===== src/rtl/hazard_ctrl_if.sv =====
// Bundle of hazard-detection inputs and pipeline control outputs exchanged
// between the datapath (master) and the hazard controller (slave).
interface hazard_ctrl_if #(
    parameter int MOP_W = 3
);
    logic [4:0]       id_rs1;
    logic [4:0]       id_rs2;
    logic             id_rs1_used;
    logic             id_rs2_used;
    logic             ex_mem_read;
    logic [4:0]       ex_rd;
    logic             br_redirect;
    logic [MOP_W-1:0] id_mop_len;
    logic             id_serial;

    logic             pc_stall;
    logic             if_id_stall;
    logic             if_id_flush;
    logic             mop_stall;
    logic             id_ex_flush;
    logic [MOP_W-1:0] mop_idx;
    logic             busy;

    modport master (
        output id_rs1, id_rs2, id_rs1_used, id_rs2_used, ex_mem_read, ex_rd,
               br_redirect, id_mop_len, id_serial,
        input  pc_stall, if_id_stall, if_id_flush, mop_stall, id_ex_flush,
               mop_idx, busy
    );

    modport slave (
        input  id_rs1, id_rs2, id_rs1_used, id_rs2_used, ex_mem_read, ex_rd,
               br_redirect, id_mop_len, id_serial,
        output pc_stall, if_id_stall, if_id_flush, mop_stall, id_ex_flush,
               mop_idx, busy
    );
endinterface


===== src/rtl/hazard_ctrl.sv =====
// Hazard and sequencing controller for the five-stage core: load-use interlock,
// branch redirect flush, micro-op expansion in ID and post-serialize drain.
module hazard_ctrl #(
    parameter int DRAIN_CYCLES = 3,
    parameter int MOP_W        = 3
) (
    input  logic           clk,
    input  logic           rst,
    hazard_ctrl_if.slave   hz
);
    localparam int CNT_W = 3;

    typedef enum logic [1:0] {
        S_RUN   = 2'd0,
        S_MOP   = 2'd1,
        S_DRAIN = 2'd2
    } state_t;

    state_t           state_q, state_d;
    logic [MOP_W-1:0] mop_idx_q, mop_idx_d;
    logic [CNT_W-1:0] drain_q, drain_d;

    logic             load_use;
    logic [MOP_W:0]   idx_plus1;
    logic             mop_last;
    logic             pc_stall_c, if_id_stall_c, if_id_flush_c, mop_stall_c, id_ex_flush_c;

    assign load_use = hz.ex_mem_read && (hz.ex_rd != 5'd0) &&
                      ((hz.id_rs1_used && (hz.id_rs1 == hz.ex_rd)) ||
                       (hz.id_rs2_used && (hz.id_rs2 == hz.ex_rd)));

    // Extended compare avoids underflow of id_mop_len-1 and ends a sequence
    // whose length shrank underneath it instead of running away.
    assign idx_plus1 = {1'b0, mop_idx_q} + {{MOP_W{1'b0}}, 1'b1};
    assign mop_last  = idx_plus1 >= {1'b0, hz.id_mop_len};

    always_comb begin
        state_d       = state_q;
        mop_idx_d     = mop_idx_q;
        drain_d       = drain_q;
        pc_stall_c    = 1'b0;
        if_id_stall_c = 1'b0;
        if_id_flush_c = 1'b0;
        mop_stall_c   = 1'b0;
        id_ex_flush_c = 1'b0;

        if (rst) begin
            state_d   = S_RUN;
            mop_idx_d = '0;
            drain_d   = '0;
        end else if (hz.br_redirect) begin
            if_id_flush_c = 1'b1;
            id_ex_flush_c = 1'b1;
            if (state_q == S_DRAIN) begin
                drain_d = drain_q - 1'b1;
                if (drain_q <= 1) state_d = S_RUN;
            end else begin
                state_d   = S_RUN;
                mop_idx_d = '0;
            end
        end else if (state_q == S_DRAIN) begin
            mop_stall_c = 1'b1;
            pc_stall_c  = 1'b1;
            drain_d     = drain_q - 1'b1;
            if (drain_q <= 1) state_d = S_RUN;
        end else if (load_use) begin
            pc_stall_c    = 1'b1;
            if_id_stall_c = 1'b1;
            id_ex_flush_c = 1'b1;
        end else if (state_q == S_RUN) begin
            if (hz.id_mop_len >= 2) begin
                pc_stall_c    = 1'b1;
                if_id_stall_c = 1'b1;
                mop_idx_d     = 1;
                state_d       = S_MOP;
            end else if (hz.id_serial) begin
                drain_d = CNT_W'(DRAIN_CYCLES);
                state_d = S_DRAIN;
            end
        end else begin
            if (mop_last) begin
                mop_idx_d = '0;
                if (hz.id_serial) begin
                    drain_d = CNT_W'(DRAIN_CYCLES);
                    state_d = S_DRAIN;
                end else begin
                    state_d = S_RUN;
                end
            end else begin
                pc_stall_c    = 1'b1;
                if_id_stall_c = 1'b1;
                mop_idx_d     = mop_idx_q + 1'b1;
            end
        end
    end

    always_ff @(posedge clk) begin
        if (rst) begin
            state_q   <= S_RUN;
            mop_idx_q <= '0;
            drain_q   <= '0;
        end else begin
            state_q   <= state_d;
            mop_idx_q <= mop_idx_d;
            drain_q   <= drain_d;
        end
    end

    assign hz.pc_stall    = pc_stall_c;
    assign hz.if_id_stall = if_id_stall_c;
    assign hz.if_id_flush = if_id_flush_c;
    assign hz.mop_stall   = mop_stall_c;
    assign hz.id_ex_flush = id_ex_flush_c;
    // Registered outputs are masked so reset silences everything immediately.
    assign hz.mop_idx     = rst ? '0 : mop_idx_q;
    assign hz.busy        = !rst && (state_q != S_RUN);
endmodule


===== src/flat_wrapper.sv =====
// flat-port wrapper written by rule: the top's interface ports become plain ports
module hazard_ctrl_flat 
#(
    parameter int DRAIN_CYCLES = 3,
    parameter int MOP_W        = 3
)
  (clk, rst, hz_id_rs1, hz_id_rs2, hz_id_rs1_used, hz_id_rs2_used, hz_ex_mem_read, hz_ex_rd, hz_br_redirect, hz_id_mop_len, hz_id_serial, hz_pc_stall, hz_if_id_stall, hz_if_id_flush, hz_mop_stall, hz_id_ex_flush, hz_mop_idx, hz_busy);
  hazard_ctrl_if #(.MOP_W(MOP_W)) hz_i ();
  input  logic clk;
  input  logic rst;
  input wire logic [$bits(hz_i.id_rs1)-1:0] hz_id_rs1;
  input wire logic [$bits(hz_i.id_rs2)-1:0] hz_id_rs2;
  input wire logic [$bits(hz_i.id_rs1_used)-1:0] hz_id_rs1_used;
  input wire logic [$bits(hz_i.id_rs2_used)-1:0] hz_id_rs2_used;
  input wire logic [$bits(hz_i.ex_mem_read)-1:0] hz_ex_mem_read;
  input wire logic [$bits(hz_i.ex_rd)-1:0] hz_ex_rd;
  input wire logic [$bits(hz_i.br_redirect)-1:0] hz_br_redirect;
  input wire logic [$bits(hz_i.id_mop_len)-1:0] hz_id_mop_len;
  input wire logic [$bits(hz_i.id_serial)-1:0] hz_id_serial;
  output wire logic [$bits(hz_i.pc_stall)-1:0] hz_pc_stall;
  output wire logic [$bits(hz_i.if_id_stall)-1:0] hz_if_id_stall;
  output wire logic [$bits(hz_i.if_id_flush)-1:0] hz_if_id_flush;
  output wire logic [$bits(hz_i.mop_stall)-1:0] hz_mop_stall;
  output wire logic [$bits(hz_i.id_ex_flush)-1:0] hz_id_ex_flush;
  output wire logic [$bits(hz_i.mop_idx)-1:0] hz_mop_idx;
  output wire logic [$bits(hz_i.busy)-1:0] hz_busy;
  assign hz_i.id_rs1 = hz_id_rs1;
  assign hz_i.id_rs2 = hz_id_rs2;
  assign hz_i.id_rs1_used = hz_id_rs1_used;
  assign hz_i.id_rs2_used = hz_id_rs2_used;
  assign hz_i.ex_mem_read = hz_ex_mem_read;
  assign hz_i.ex_rd = hz_ex_rd;
  assign hz_i.br_redirect = hz_br_redirect;
  assign hz_i.id_mop_len = hz_id_mop_len;
  assign hz_i.id_serial = hz_id_serial;
  assign hz_pc_stall = hz_i.pc_stall;
  assign hz_if_id_stall = hz_i.if_id_stall;
  assign hz_if_id_flush = hz_i.if_id_flush;
  assign hz_mop_stall = hz_i.mop_stall;
  assign hz_id_ex_flush = hz_i.id_ex_flush;
  assign hz_mop_idx = hz_i.mop_idx;
  assign hz_busy = hz_i.busy;
  hazard_ctrl #(.DRAIN_CYCLES(DRAIN_CYCLES), .MOP_W(MOP_W)) u_core (.clk(clk), .rst(rst), .hz(hz_i));
endmodule

===== config.mk =====
export PLATFORM = sky130hd
export DESIGN_NAME = hazard_ctrl_flat
export DESIGN_NICKNAME = d
export VERILOG_FILES = /design/src/rtl/hazard_ctrl_if.sv /design/src/rtl/hazard_ctrl.sv /design/src/flat_wrapper.sv
export SDC_FILE = /design/constraint.sdc
export NUM_CORES = 1
export LEC_CHECK = 0
export CAP_MARGIN = 25
export CORE_MARGIN = 2
export CORE_UTILIZATION = 46
export DETAILED_ROUTE_END_ITERATION = 10
export HOLD_SLACK_MARGIN = 0.08
export PLACE_DENSITY = 0.85
export SKIP_CTS_REPAIR_TIMING = 1
export SYNTH_ARGS = -nofsm -noshare
export SYNTH_HDL_FRONTEND = slang
export SYNTH_SLANG_ARGS = --single-unit
export TNS_END_PERCENT = 100

===== constraint.sdc =====
create_clock -name clk -period 6.2 [get_ports clk]
set_clock_uncertainty 0.2 [all_clocks]
set_input_delay 1.24 -clock clk [delete_from_list [all_inputs] [get_ports clk]]
set_output_delay 1.24 -clock clk [all_outputs]
set_load 0.03 [all_outputs]

After elaboration in Yosys (flattened, before gate mapping)
Cells that the tools add are included.

$add $sub $neg: 3. Bitwise logic cells: 1. Equality and inequality tests: 10. Reductions and logical operators: 15. Muxes and demuxes: 45. Order comparisons: 3.

Operators with widths (count): 3-bit two-way mux (16); 2-bit two-way mux (10); 1-bit two-way mux (19); 5-bit equality test (2); 3-bit inequality test, second input constant (2); 3-bit AND reduction (2); 1-bit logical AND (5); 5-bit by 4-bit inequality test with 1-bit output, second input constant (1); 5-bit nonzero test (1); 3-bit by 1-bit adder with 4-bit output, second input constant (1); 4-bit by 3-bit >= comparator with 1-bit output (1); 2-bit inequality test, second input constant (2); 4-bit AND reduction (1); 4-bit nonzero test (1); 3-bit by 1-bit adder with 3-bit output, second input constant (1); 3-bit by 2-bit >= comparator with 1-bit output, second input constant (1); 3-bit by 1-bit less-or-equal comparator with 1-bit output, second input constant (1); 3-bit by 2-bit inequality test with 1-bit output, second input constant (1); 3-bit nonzero test (1); 3-bit by 1-bit subtractor with 3-bit output, second input constant (1); 2-bit equality test, second input constant (1); 2-bit logical NOT (1); 2-bit by 1-bit inequality test with 1-bit output, second input constant (1); 2-bit nonzero test (1); 3 further kinds (3).

Bits in registers: 8. Input bits: 25.

Longest topological paths before layout
Gate-level depths: netlist of the first run.

Depth after elaboration: 8. Gate-level depth with buffers: 8.

Worst setup path before layout of the first run
No wires, ideal clock.

Path type: input to output. From: input hz_id_mop_len[2]. To: output hz_pc_stall. Arrival time: 2.895 ns. Cell stages on the path: 7. Setup slack: 1.865 ns. Path through: inv_1 > ha_1 > a21oi_1 > o21ai_0 > o21ai_0 > nand2_1 > a21boi_0.

Longest elaborated chain between the ends: 7. Elaborated cells on any way between the ends: 9.

RTL lines: start, declared (line flat_wrapper.sv:18) `input wire logic [$bits(hz_i.id_mop_len)-1:0] hz_id_mop_len;`; 4-bit by 3-bit >= comparator with 1-bit output or 3-bit by 2-bit >= comparator with 1-bit output (tied branches) (line hazard_ctrl.sv:35, hazard_ctrl.sv:71); 1-bit two-way mux, on equally long branches (line hazard_ctrl.sv:81, hazard_ctrl.sv:71); 1-bit two-way mux (*) (line hazard_ctrl.sv:70) `end else if (state_q == S_RUN) begin`; 1-bit two-way mux (*) (line hazard_ctrl.sv:66) `end else if (load_use) begin`; 1-bit two-way mux (*) (line hazard_ctrl.sv:61) `end else if (state_q == S_DRAIN) begin`; 1-bit two-way mux (*) (line hazard_ctrl.sv:51) `end else if (hz.br_redirect) begin`; 1-bit two-way mux (*) (line hazard_ctrl.sv:47) `if (rst) begin`; end, declared (line flat_wrapper.sv:20) `output wire logic [$bits(hz_i.pc_stall)-1:0] hz_pc_stall;`.

Mark *: on every way between the ends. The rest lies on a longest branch, timed or not.

Worst setup path after layout of the first run
From: input hz_id_mop_len[2]. To: output hz_if_id_stall.

Longest elaborated chain between the ends: 7. Elaborated cells on any way between the ends: 9.

RTL lines: 4-bit by 3-bit >= comparator with 1-bit output or 3-bit by 2-bit >= comparator with 1-bit output (tied branches) (line hazard_ctrl.sv:35, hazard_ctrl.sv:71); 1-bit two-way mux, on equally long branches (line hazard_ctrl.sv:81, hazard_ctrl.sv:71); 1-bit two-way mux (*) (line hazard_ctrl.sv:70); 1-bit two-way mux (*) (line hazard_ctrl.sv:66); 1-bit two-way mux (*) (line hazard_ctrl.sv:61); 1-bit two-way mux (*) (line hazard_ctrl.sv:51); 1-bit two-way mux (*) (line hazard_ctrl.sv:47); end, declared (line flat_wrapper.sv:21) `output wire logic [$bits(hz_i.if_id_stall)-1:0] hz_if_id_stall;`.

Marked as above.

==> results of run 1 <==
==> synth_stat cells, types with 3 or more instances <==
cell and count:
sky130_fd_sc_hd__xnor2_1 10, sky130_fd_sc_hd__mux2i_1 3, sky130_fd_sc_hd__o21ai_0 5, sky130_fd_sc_hd__nand2_1 14, sky130_fd_sc_hd__clkbuf_1 5, sky130_fd_sc_hd__ha_1 6
sky130_fd_sc_hd__nor2b_1 6, sky130_fd_sc_hd__inv_1 7, sky130_fd_sc_hd__a21oi_1 9, sky130_fd_sc_hd__nor2_1 14, sky130_fd_sc_hd__dfxtp_1 8
==> layout make-up <==
class / count / area (um2) / area share (%)
sequential: 8 / 160 / 12.9
multi-input combinational: 100 / 659 / 53.3
clock buffer: 3 / 22.5 / 1.82
inverter: 7 / 26.3 / 2.12
timing repair buffer: 34 / 338 / 27.3
tap: 25 / 31.3 / 2.53
==> path summary, 6_finish.rpt <==
path | slack (ns) | to | cells past startpoint | startpoint
worst max-delay path | 1.01 | hz_if_id_stall | 9 | hz_id_mop_len[2]
worst max register to register | 3.59 | u_core.drain_q[1] | 8 | u_core.mop_idx_q[0]
worst min register to register | 0.30 | u_core.mop_idx_q[2] | 2 | u_core.mop_idx_q[2]
worst min-delay path | 0.30 | u_core.mop_idx_q[2] | 2 | u_core.mop_idx_q[2]
==> sequential cells by signal, summed over array words and instances (netlist names) <==
register and cells:
u_core.mop_idx_q 3, u_core.drain_q 3, u_core.state_q 2
==> power breakdown <==
part | leakage, nW | internal, mW | total, mW | switching, mW
Combinational | 0.429 | 0.0521 | 0.105 | 0.0525
Clock | 0.0138 | 0.0223 | 0.0420 | 0.0197
Sequential | 0.0655 | 0.0583 | 0.0679 | 0.00956
==> cell families (layout without fill, tap and decap cells) <==
group                    count (synthesis)  count (layout)  synth area share, %
AND/OR/NAND/NOR                         46              46                 26.0
multiplexers                             3               3                 3.43
XOR/XNOR                                11              11                 11.0
flip-flops                               8               8                 18.3
AO/OA/AOI/OAI                           34              34                 26.3
adder cells (fa/ha/maj)                  6               6                 8.57
buffers and inverters                   13              44                 6.43
==> critical path, stage by stage <==
cell                              delay [ns]
sky130_fd_sc_hd__clkdlybuf4s50_1        0.50
sky130_fd_sc_hd__inv_1                  0.05
sky130_fd_sc_hd__ha_1                   0.30
sky130_fd_sc_hd__a21oi_1                0.12
sky130_fd_sc_hd__o21ai_0                0.22
sky130_fd_sc_hd__o21ai_0                0.34
sky130_fd_sc_hd__o31ai_1                0.13
sky130_fd_sc_hd__a21oi_1                0.15
sky130_fd_sc_hd__clkdlybuf4s50_1        0.68
==> metrics by stage <==
step / instances / power [mW] / setup slack, ns
floorplan: 121 / 0.136 / 1.86
global placement: 174 / 0.168 / 1.11
detailed placement: 174 / 0.172 / 1.03
CTS: 177 / 0.214 / 1.02
global route: 177 / 0.229 / 0.869
finish: 177 / 0.214 / 1.01
==> routing by layer <==
layer / track usage, % / part of all wire (%)
met1: 27.6 / 44
met2: 44.9 / 50
met3: 4.91 / 4.3
met4: 9.73 / 2.3
met5: 0 / 0
==> results_dict.tcl, run 1 <==
set metrics [dict create \
    drt-wirelength-per-cell_um 14.1 \
    nNetsFinal 185 \
    type_of_the_most_critical_hold_path "flip-flop to flip-flop" \
    fin_crit_sh_pct 83.7 \
    clock-root-buffer "sky130_fd_sc_hd__clkbuf_4" \
    synth_sequential_area_ratio_pct 18.3 \
    design.core.area_um2 1760 \
    numCtsBuffers 3 \
    fp.dieArea_um2 2270 \
    die_boundary_height_um 47.6 \
    groute.usage.overall_pct 24.5 \
    cts.reportedPaths.clkPinSlew_ns 0.05 \
    syn-num-nets 152 \
    fmax_mhz 193 \
    antenna_violations_before_repair 0 \
    clk_path_buf_depth 2 \
    ant_nets 0 \
    drv_slew 0 \
    final_cell_mix "33 x sky130_fd_sc_hd__clkdlybuf4s50_1, 14 x sky130_fd_sc_hd__nor2_1, 14 x sky130_fd_sc_hd__nand2_1" \
    final.min_clock_period_ns 5.19 \
    drt_drc_violations_left 0 \
    first_iter_violations 27 \
    start_util_pct 49.6 \
    ys_top_cells_by_area "sky130_fd_sc_hd__dfxtp_1 18%, sky130_fd_sc_hd__xnor2_1 10%, sky130_fd_sc_hd__ha_1 8.6%" \
    worst_ep_required_time_ns 4.76 \
    fin_tns_setup_ns 0 \
    grt_pass1_vias 935 \
    postSynthRegisterBits 8 \
    relSlewSlack_pct 62.6 \
    detail_route.wirelength_mm 2.50 \
    cellPowerDensity_nw_per_um2 173 \
    clkLatencyLatePin_ns 0.26 \
    fill_cells 157 \
    slew_at_the_pin_with_the_worst_max_slew_slack_ns 0.560 \
    grt_max_degree 17 \
    start_kind "input pin" \
    antenna_cells_inserted 0 \
    drt_first_pass_iters 4 \
    worst_ir_drop_vdd_mv 0.150 \
    setup_repair_after_global_routing_missed_its_margin "no" \
    synth-async-reset-ratio_pct 0 \
    htree_num_levels 1 \
    gpl.final_weighted_congestion 0.878 \
    number_of_buffers_inserted_by_port_buffering 33 \
    syn2layout_area_growth_pct 41.3 \
    routed_via_density 5.64 \
    post-synth-top-area-cell "sky130_fd_sc_hd__dfxtp_1" \
    critPathCaptureType "output port" \
    clock_sink_count 8 \
    finalHoldViolCount 0 \
    critical_path_class "input pin to output port" \
    die_w_um 47.6 \
    fin_util_pct 70.1 \
    worst-endpoint-arrival_ns 3.75 \
    hold_slack_ns 0.304 \
    synthDominantCellAreaShare_pct 18.3 \
    synth_area_um2 876 \
    layout_cells_sized_above_1_pct 3.95 \
    synthCells 121 \
    first_pass_grt_wire_length_mm 3.93 \
    finalSetupViolations 0 \
    synth_enable_flop_cells 0 \
    cts_tree "yes" \
    ys.flop_type "sky130_fd_sc_hd__dfxtp_1" \
    run_status "finished clean" \
    synth.distinct_cells 39 \
    finish.instance_area_um2 1240 \
    dpl_cell_area_um2 1210 \
    max_cap_violations 0 \
    p_leak_nw 0.508 \
    floorplan.io_pins 34 \
    most_frequent_standard_cell_in_the_layout_excluding_fill_and_tap_cells "sky130_fd_sc_hd__clkdlybuf4s50_1" \
    synth.yosys.warnings 0 \
    vias 999 \
    hpwl_reported_at_the_end_of_detailed_placement_mm 2.04 \
    crit_path_max_fanout 5 \
    rows 15 \
    avgSynthCellArea_um2 7.24 \
    globalRouteOverflowTotal 0 \
]
No activity file was read; power rests on OpenSTA's default activity.
==> run 2: changes to the inputs <==
--- a/config.mk
+++ b/config.mk
@@ -7,10 +7,10 @@
 export LEC_CHECK = 0
 export CAP_MARGIN = 25
 export CORE_MARGIN = 2
-export CORE_UTILIZATION = 46
+export CORE_UTILIZATION = 43
 export DETAILED_ROUTE_END_ITERATION = 10
 export HOLD_SLACK_MARGIN = 0.08
-export PLACE_DENSITY = 0.85
+export PLACE_DENSITY = 0.8
 export SKIP_CTS_REPAIR_TIMING = 1
 export SYNTH_ARGS = -nofsm -noshare
 export SYNTH_HDL_FRONTEND = slang
==> constraint.sdc (replaced) <==
create_clock -name clk -period 5.2 [get_ports clk]
set_clock_uncertainty 0.2 [all_clocks]
set_input_delay 1.04 -clock clk [delete_from_list [all_inputs] [get_ports clk]]
set_output_delay 1.04 -clock clk [all_outputs]
set_load 0.03 [all_outputs]
==> results_dict.tcl, run 2 (synthesized netlist as in run 1, its figures left out) <==
set metrics [dict create \
    largestRegisters "u_core.drain_q x3, u_core.mop_idx_q x3, u_core.state_q x2" \
    vias 985 \
    cts.reportedPaths.clkPinSlew_ns 0.06 \
    fp.dieArea_um2 2410 \
    ant_nets 0 \
    globalRouteOverflowTotal 0 \
    worst_ir_drop_vdd_mv 0.214 \
    rows 16 \
    worst-endpoint-arrival_ns 3.57 \
    critPathCaptureType "output port" \
    post-route-worst-setup-slack_ns 0.387 \
    detail_route.wirelength_mm 2.26 \
    most_frequent_standard_cell_in_the_layout_excluding_fill_and_tap_cells "sky130_fd_sc_hd__clkdlybuf4s50_1" \
    max_cap_violations 0 \
    finalSetupViolations 0 \
    start_kind "input pin" \
    finalNonFillerCells 180 \
    final_cell_mix "33 x sky130_fd_sc_hd__clkdlybuf4s50_1, 14 x sky130_fd_sc_hd__nor2_1, 14 x sky130_fd_sc_hd__nand2_1" \
    hpwl_reported_at_the_end_of_detailed_placement_mm 1.83 \
    finish.instance_area_um2 1250 \
    syn2layout_area_growth_pct 42.4 \
    p_leak_nw 0.513 \
    floorplan.io_pins 34 \
    critical_path_class "input pin to output port" \
    clock-root-buffer "sky130_fd_sc_hd__clkbuf_4" \
    drt-wirelength-per-cell_um 12.5 \
    dpl_cell_area_um2 1220 \
    die_w_um 49.1 \
    design.core.area_um2 1940 \
    relSlewSlack_pct 63.4 \
    cts_tree "yes" \
    first_iter_violations 15 \
    fill_cells 181 \
    grt_pass1_vias 915 \
    grt_max_degree 17 \
    fin_crit_sh_pct 92.5 \
    slew_at_the_pin_with_the_worst_max_slew_slack_ns 0.543 \
    groute.usage.overall_pct 20.1 \
    cellPowerDensity_nw_per_um2 202 \
    layout_cells_sized_above_1_pct 4.58 \
    drt_first_pass_iters 4 \
    pre_cts_slack_ns 0.396 \
    placed_cells_incl_taps 177 \
    type_of_the_most_critical_hold_path "flip-flop to flip-flop" \
    final.min_clock_period_ns 4.81 \
    crit_path_max_fanout 5 \
    clk_path_buf_depth 2 \
    fin_tns_setup_ns 0 \
    clock_sink_count 8 \
    numCtsBuffers 3 \
    nNetsFinal 186 \
    start_util_pct 45.1 \
    antenna_violations_before_repair 0 \
    fmax_mhz 208 \
    htree_num_levels 1 \
    clkLatencyLatePin_ns 0.25 \
    finalHoldViolCount 0 \
    routed_via_density 5.47 \
    drt_drc_violations_left 0 \
    hold_slack_ns 0.308 \
    setup_repair_after_global_routing_missed_its_margin "no" \
    die_boundary_height_um 49.1 \
    run_status "finished clean" \
    antenna_cells_inserted 0 \
    gpl.final_weighted_congestion 0.904 \
    worst_ep_required_time_ns 3.96 \
    first_pass_grt_wire_length_mm 3.97 \
    number_of_buffers_inserted_by_port_buffering 33 \
    drv_slew 0 \
]
run 2: cell types whose count changed in the layout (fill, tap and decap cells not counted), sizes merged:
cell  change
buf       +1
run 2: report_power, final:
| part | internal [mW] | switching, mW |
|---|---|---|
| Combinational | 0.0624 | 0.0604 |
| Sequential | 0.0695 | 0.0110 |
| Clock | 0.0265 | 0.0222 |
run 2: metal layers:
| metal | track usage, % | vias up | share of wire [%] |
|---|---|---|---|
| met5 | 0 | - | 0 |
| met4 | 0.476 | 0 | 0 |
| met3 | 3.99 | 0 | 3.9 |
| met2 | 39.4 | 21 | 55 |
| met1 | 23.1 | 468 | 41 |
| li1 | - | 496 | - |
run 2: stage by stage:
step	total power, mW	utilization [%]
global route	0.273	64.2
detailed placement	0.204	63.1
floorplan	0.162	-
global placement	0.201	63.1
CTS	0.253	64.2
finish	0.252	64.2
run 2: final timing paths:
| check | slack, ns | depth (start not counted) | end | from |
|---|---|---|---|---|
| max reg2reg | 2.64 | 8 | u_core.drain_q[0] | u_core.mop_idx_q[0] |
| min | 0.31 | 2 | u_core.mop_idx_q[1] | u_core.mop_idx_q[1] |
| max | 0.39 | 9 | hz_if_id_stall | hz_id_mop_len[2] |
| min reg2reg | 0.31 | 2 | u_core.mop_idx_q[1] | u_core.mop_idx_q[1] |
run 2: critical path, cell delays in order:
cell and delay [ns]:
sky130_fd_sc_hd__clkdlybuf4s50_1 0.51, sky130_fd_sc_hd__inv_1 0.05, sky130_fd_sc_hd__ha_1 0.30, sky130_fd_sc_hd__a21oi_1 0.12, sky130_fd_sc_hd__o21ai_0 0.21, sky130_fd_sc_hd__o21ai_0 0.37, sky130_fd_sc_hd__o31ai_1 0.13, sky130_fd_sc_hd__a21oi_1 0.16
sky130_fd_sc_hd__clkdlybuf4s50_1 0.68
run 2: final cells by class:
cell class                 count  area, um2  area share [%]
inverter                       7       26.3            2.11
multi-input combinational    100        659            52.9
clock buffer                   3       22.5            1.81
timing repair buffer          35        345            27.7
tap                           27       33.8            2.71
sequential                     8        160            12.8
==> patch 1, RTL diff (settings of run 2) <==
Set the localparam `CNT_W` to 6 (it was 3).
--- a/src/rtl/hazard_ctrl.sv
+++ b/src/rtl/hazard_ctrl.sv
@@ -9,5 +9,5 @@
     hazard_ctrl_if.slave   hz
 );
-    localparam int CNT_W = 3;
+    localparam int CNT_W = 6;
 
     typedef enum logic [1:0] {
Behaviour: no difference found for any inputs over 10 cycles, from zero or initial values and one cycle with rst high; that may be too few to reach the edited logic, so the function may still have changed.
==> patch 1 against run 2 <==
- hold slack is essentially flat
- sequential power grew 28%
- combinational power fell by 14%
- via count rose by 4.9%
- area after synthesis is 9.7% higher
- design area is 6.6% higher
- wire length is 4.1% higher
- fmax is 3.0% higher
- power increased by 5.9%
- worst setup slack better by 0.14 ns
- global-route usage is 0.70 points lower
- count of clock-buffer cells in the layout grew 1
- sequential cell count up 3
==> patch 1: results (changes against run 2) <==
Placement
  • Setup WS pre-CTS: 0.5153 ns (was 0.3955 ns)
  • Hpwl dp: 1934 µm (was 1826 µm)
  • RD Place Congestion: 0.8100 (was 0.9040)

Final layout
  • Fillers: 218 (was 181)
  • Ratio of cells with drive above 1 in the final layout: 0.07792 (was 0.04575)
  • Biggest regs: u_core.drain_q x6, u_core.mop_idx_q x3, u_core.state_q x2 (was u_core.drain_q x3, u_core.mop_idx_q x3, u_core.state_q x2)

Min path
  • Worst Hold Class: reg2reg (unchanged)
  • Hold_sp: u_core.drain_q[0] (was u_core.mop_idx_q[1])
  • Hold EP: u_core.drain_q[0] (was u_core.mop_idx_q[1])

Critical path
  • Worst R2R End: u_core.drain_q[3] (was u_core.drain_q[0])
  • Worst Path Arrival: 3.43 ns (was 3.57 ns)
  • Flop-to-flop setup slack: 2.70 ns (was 2.64 ns)
  • Critical Path Fanout Max: 10 (was 5)
  • Critical path startpoint: hz_ex_rd[2] (was hz_id_mop_len[2])
  • Reg2Reg Launch Point: u_core.mop_idx_q[0] (unchanged)

GRT
  • Largest net degree at the start of global routing: 17 (unchanged)
  • GR Layer Usage met2: 0.3377 (was 0.3941)
  • First-pass GRT wire length: 3926 µm (was 3967 µm)
  • Met3 Track Usage GR: 0.05263 (was 0.03988)
  • Vias in the first global route: 960 (was 915)
  • Grt met1 use: 0.2242 (was 0.2315)
  • GRT Total Usage: 0.1938 (was 0.2008)

STA
  • Min Hold Slack: 0.3080 ns (was 0.3083 ns)
  • Worst-Margin Slew: 0.5064 ns (was 0.5430 ns)

Synthesis
  • Post-synth top cells: a21oi_1, nor2_1, dfxtp_1 (was nand2_1, nor2_1, xnor2_1)
  • Synth area leaders: dfxtp_1, xor2_1, ha_1 (was dfxtp_1, xnor2_1, ha_1)
  • FFs w/ async S/R, synth: 0 (unchanged)
  • Yosys cell types: 41 (was 39)
  • Sequential share of the synthesized area: 0.2292 (was 0.1829)
  • EDFF count, synth: 0 (unchanged)

Detailed routing
  • Iteration-0 DRC Markers: 17 (was 15)
  • Vias per std cell: 5.676 (was 5.472)
  • Wirelength per Cell: 12.91 µm (was 12.54 µm)

Pwr
  • Leak pwr: 0.5124 nW (was 0.5132 nW)
  • Worst vdd ir: 0.1242 mV (was 0.2142 mV)

Status
  • Outcome: completed (unchanged)
-- patch 1: how the worst max path moves through the flow --
stage	endpoint	slack, ns
6_report	hz_if_id_stall	0.53
5_1_grt	hz_pc_stall	0.39
4_1_cts	hz_if_id_stall	0.51
3_5_place_dp	hz_if_id_stall	0.52
3_3_place_gp	hz_if_id_stall	0.57
2_1_floorplan	hz_id_ex_flush	1.44
-- patch 1: cell families (layout without fill, tap and decap cells) --
family / Yosys count / count (layout) / synth area share
simple gates: 43 / 43 / 0.2487
compound gates: 39 / 39 / 0.2891
xor+xnor: 11 / 11 / 0.1003
flops: 11 / 11 / 0.2292
buf+inv: 11 / 44 / 0.05469
fa+ha+maj: 6 / 6 / 0.07812
-- patch 1: where the power goes --
group          internal (W)  switching, W
clock             0.0000296     0.0000284
combinational     0.0000525     0.0000533
sequential        0.0000920     0.0000111
total              0.000174     0.0000928
-- patch 1: layout make-up --
cell class	count	area (µm²)	area share
timing repair buffer	34	337.8	0.2540
tap	28	35.03	0.02634
multi-input combinational	99	688.2	0.5174
sequential	11	220.2	0.1656
inverter	6	22.52	0.01693
clock buffer	4	26.28	0.01976
-- patch 1: metal layers --
layer	vias up	routed length (µm)
li1	515	-
met5	-	0
met4	0	44
met3	6	182
met1	462	1004
met2	50	1118
-- patch 1: worst max-delay path: stages --
cell and delay (ns):
clkdlybuf4s50_1 0.47, xor2_1 0.20, nor4_2 0.25, a32oi_1 0.14, or2_2 0.38, a21oi_1 0.16, o211a_1 0.14, clkdlybuf4s50_1 0.66
-- patch 1: per-stage QoR --
step / area, µm² / cells
floorplan: 960.9 / 121
global placement: 1304 / 178
CTS: 1330 / 182
global route: 1330 / 182
detailed placement: 1304 / 178
finish: 1330 / 182
==> patch 2, RTL diff (flow settings as in run 2) <==
Made on the original files. Encoding of `state_t`: now one-hot (3 bits for 3 states).
--- a/src/rtl/hazard_ctrl.sv
+++ b/src/rtl/hazard_ctrl.sv
@@ -11,8 +11,8 @@
     localparam int CNT_W = 3;
 
-    typedef enum logic [1:0] {
-        S_RUN   = 2'd0,
-        S_MOP   = 2'd1,
-        S_DRAIN = 2'd2
+    typedef enum logic [2:0] {
+        S_RUN   = 3'b001,
+        S_MOP   = 3'b010,
+        S_DRAIN = 3'b100
     } state_t;
 
Check against the original RTL: same outputs for any inputs over 10 cycles, from zero or initial values and one cycle with rst high; not proved beyond that.
==> patch 2 against run 2 <==
- design area shrank 3.1%
- area after synthesis decreased by 4.9%
- fmax down 2.5%
- sequential cell count is 1 higher
- worst setup slack got worse by 0.12 ns
- sequential share of layout area grew 2.1 points
- power decreased by 4.1%
- die area decreased by 4.5%
- wire length fell by 7.8%
- hold slack improved by 0.023 ns
- critical endpoint unchanged
- largest cell class unchanged
- largest power group unchanged
==> patch 2: results (changes against run 2) <==
Pwr
  • Total chip power: 0.0002418 W (was 0.0002520 W)
  • Combinational group share of total power: 0.446 (was 0.488)

GRT
  • Vias in the first global route: 802 (was 915)
  • First-pass GRT wire length: 3332 µm (was 3967 µm)
  • Grt met1 use: 0.2746 (was 0.2315)
  • Met3 Track Usage GR: 0.05283 (was 0.03988)

Final layout
  • Ratio of cells with drive above 1 in the final layout: 0.08029 (was 0.04575)
  • Fillers: 148 (was 181)
  • Non-filler cells, final: 162 (was 180)

Critical path
  • Worst R2R End: u_core.state_q[0] (was u_core.drain_q[0])
  • Worst Path Arrival: 3.70 ns (was 3.57 ns)
  • Flop-to-flop setup slack: 2.62 ns (was 2.64 ns)

Status
  • Outcome: completed (unchanged)

Detailed routing
  • Metal-1 WL: 933 µm (was 924 µm)
  • DR vias: 865 (was 985)
  • Met2 wire length: 900 µm (was 1245 µm)
  • DR WL met3: 238 µm (was 87 µm)
  • Iteration-0 DRC Markers: 14 (was 15)
  • DR top layer: met4 (was met3)

Synthesis
  • Yosys cell types: 40 (was 39)
  • Syn_nets: 134 (was 152)

STA
  • Crit path time final: 4.937 ns (was 4.813 ns)
  • Slew headroom: 0.5999 (was 0.6342)

Placement
  • Hpwl dp: 1634 µm (was 1826 µm)
  • Placed Area: 0.001182 mm² (was 0.001225 mm²)
-- patch 2: cell types whose count changed after synthesis, sizes merged, moves of 3 or more --
cell | before | now
a21oi | 9 | 3
nand2 | 14 | 7
inv | 7 | 4
clkbuf | 5 | 2
or3 | 0 | 3
-- patch 2: cell type report --
cell class | count | area [µm²] | area share
multi-input cells | 87 | 625.6 | 0.5176
repair buffers | 33 | 330.3 | 0.2733
well taps | 25 | 31.28 | 0.02588
clock buffers | 4 | 26.28 | 0.02174
inverters | 4 | 15.01 | 0.01242
flip-flops and latches | 9 | 180.2 | 0.1491
-- patch 2: logic make-up after synthesis --
kind of cell,after synthesis,share of synthesized area
mux,3,0.03604
simple gates,47,0.3288
flops,9,0.2162
compound gates,19,0.1697
fa+ha+maj,6,0.09009
xor+xnor,12,0.1261
buf+inv,7,0.03303
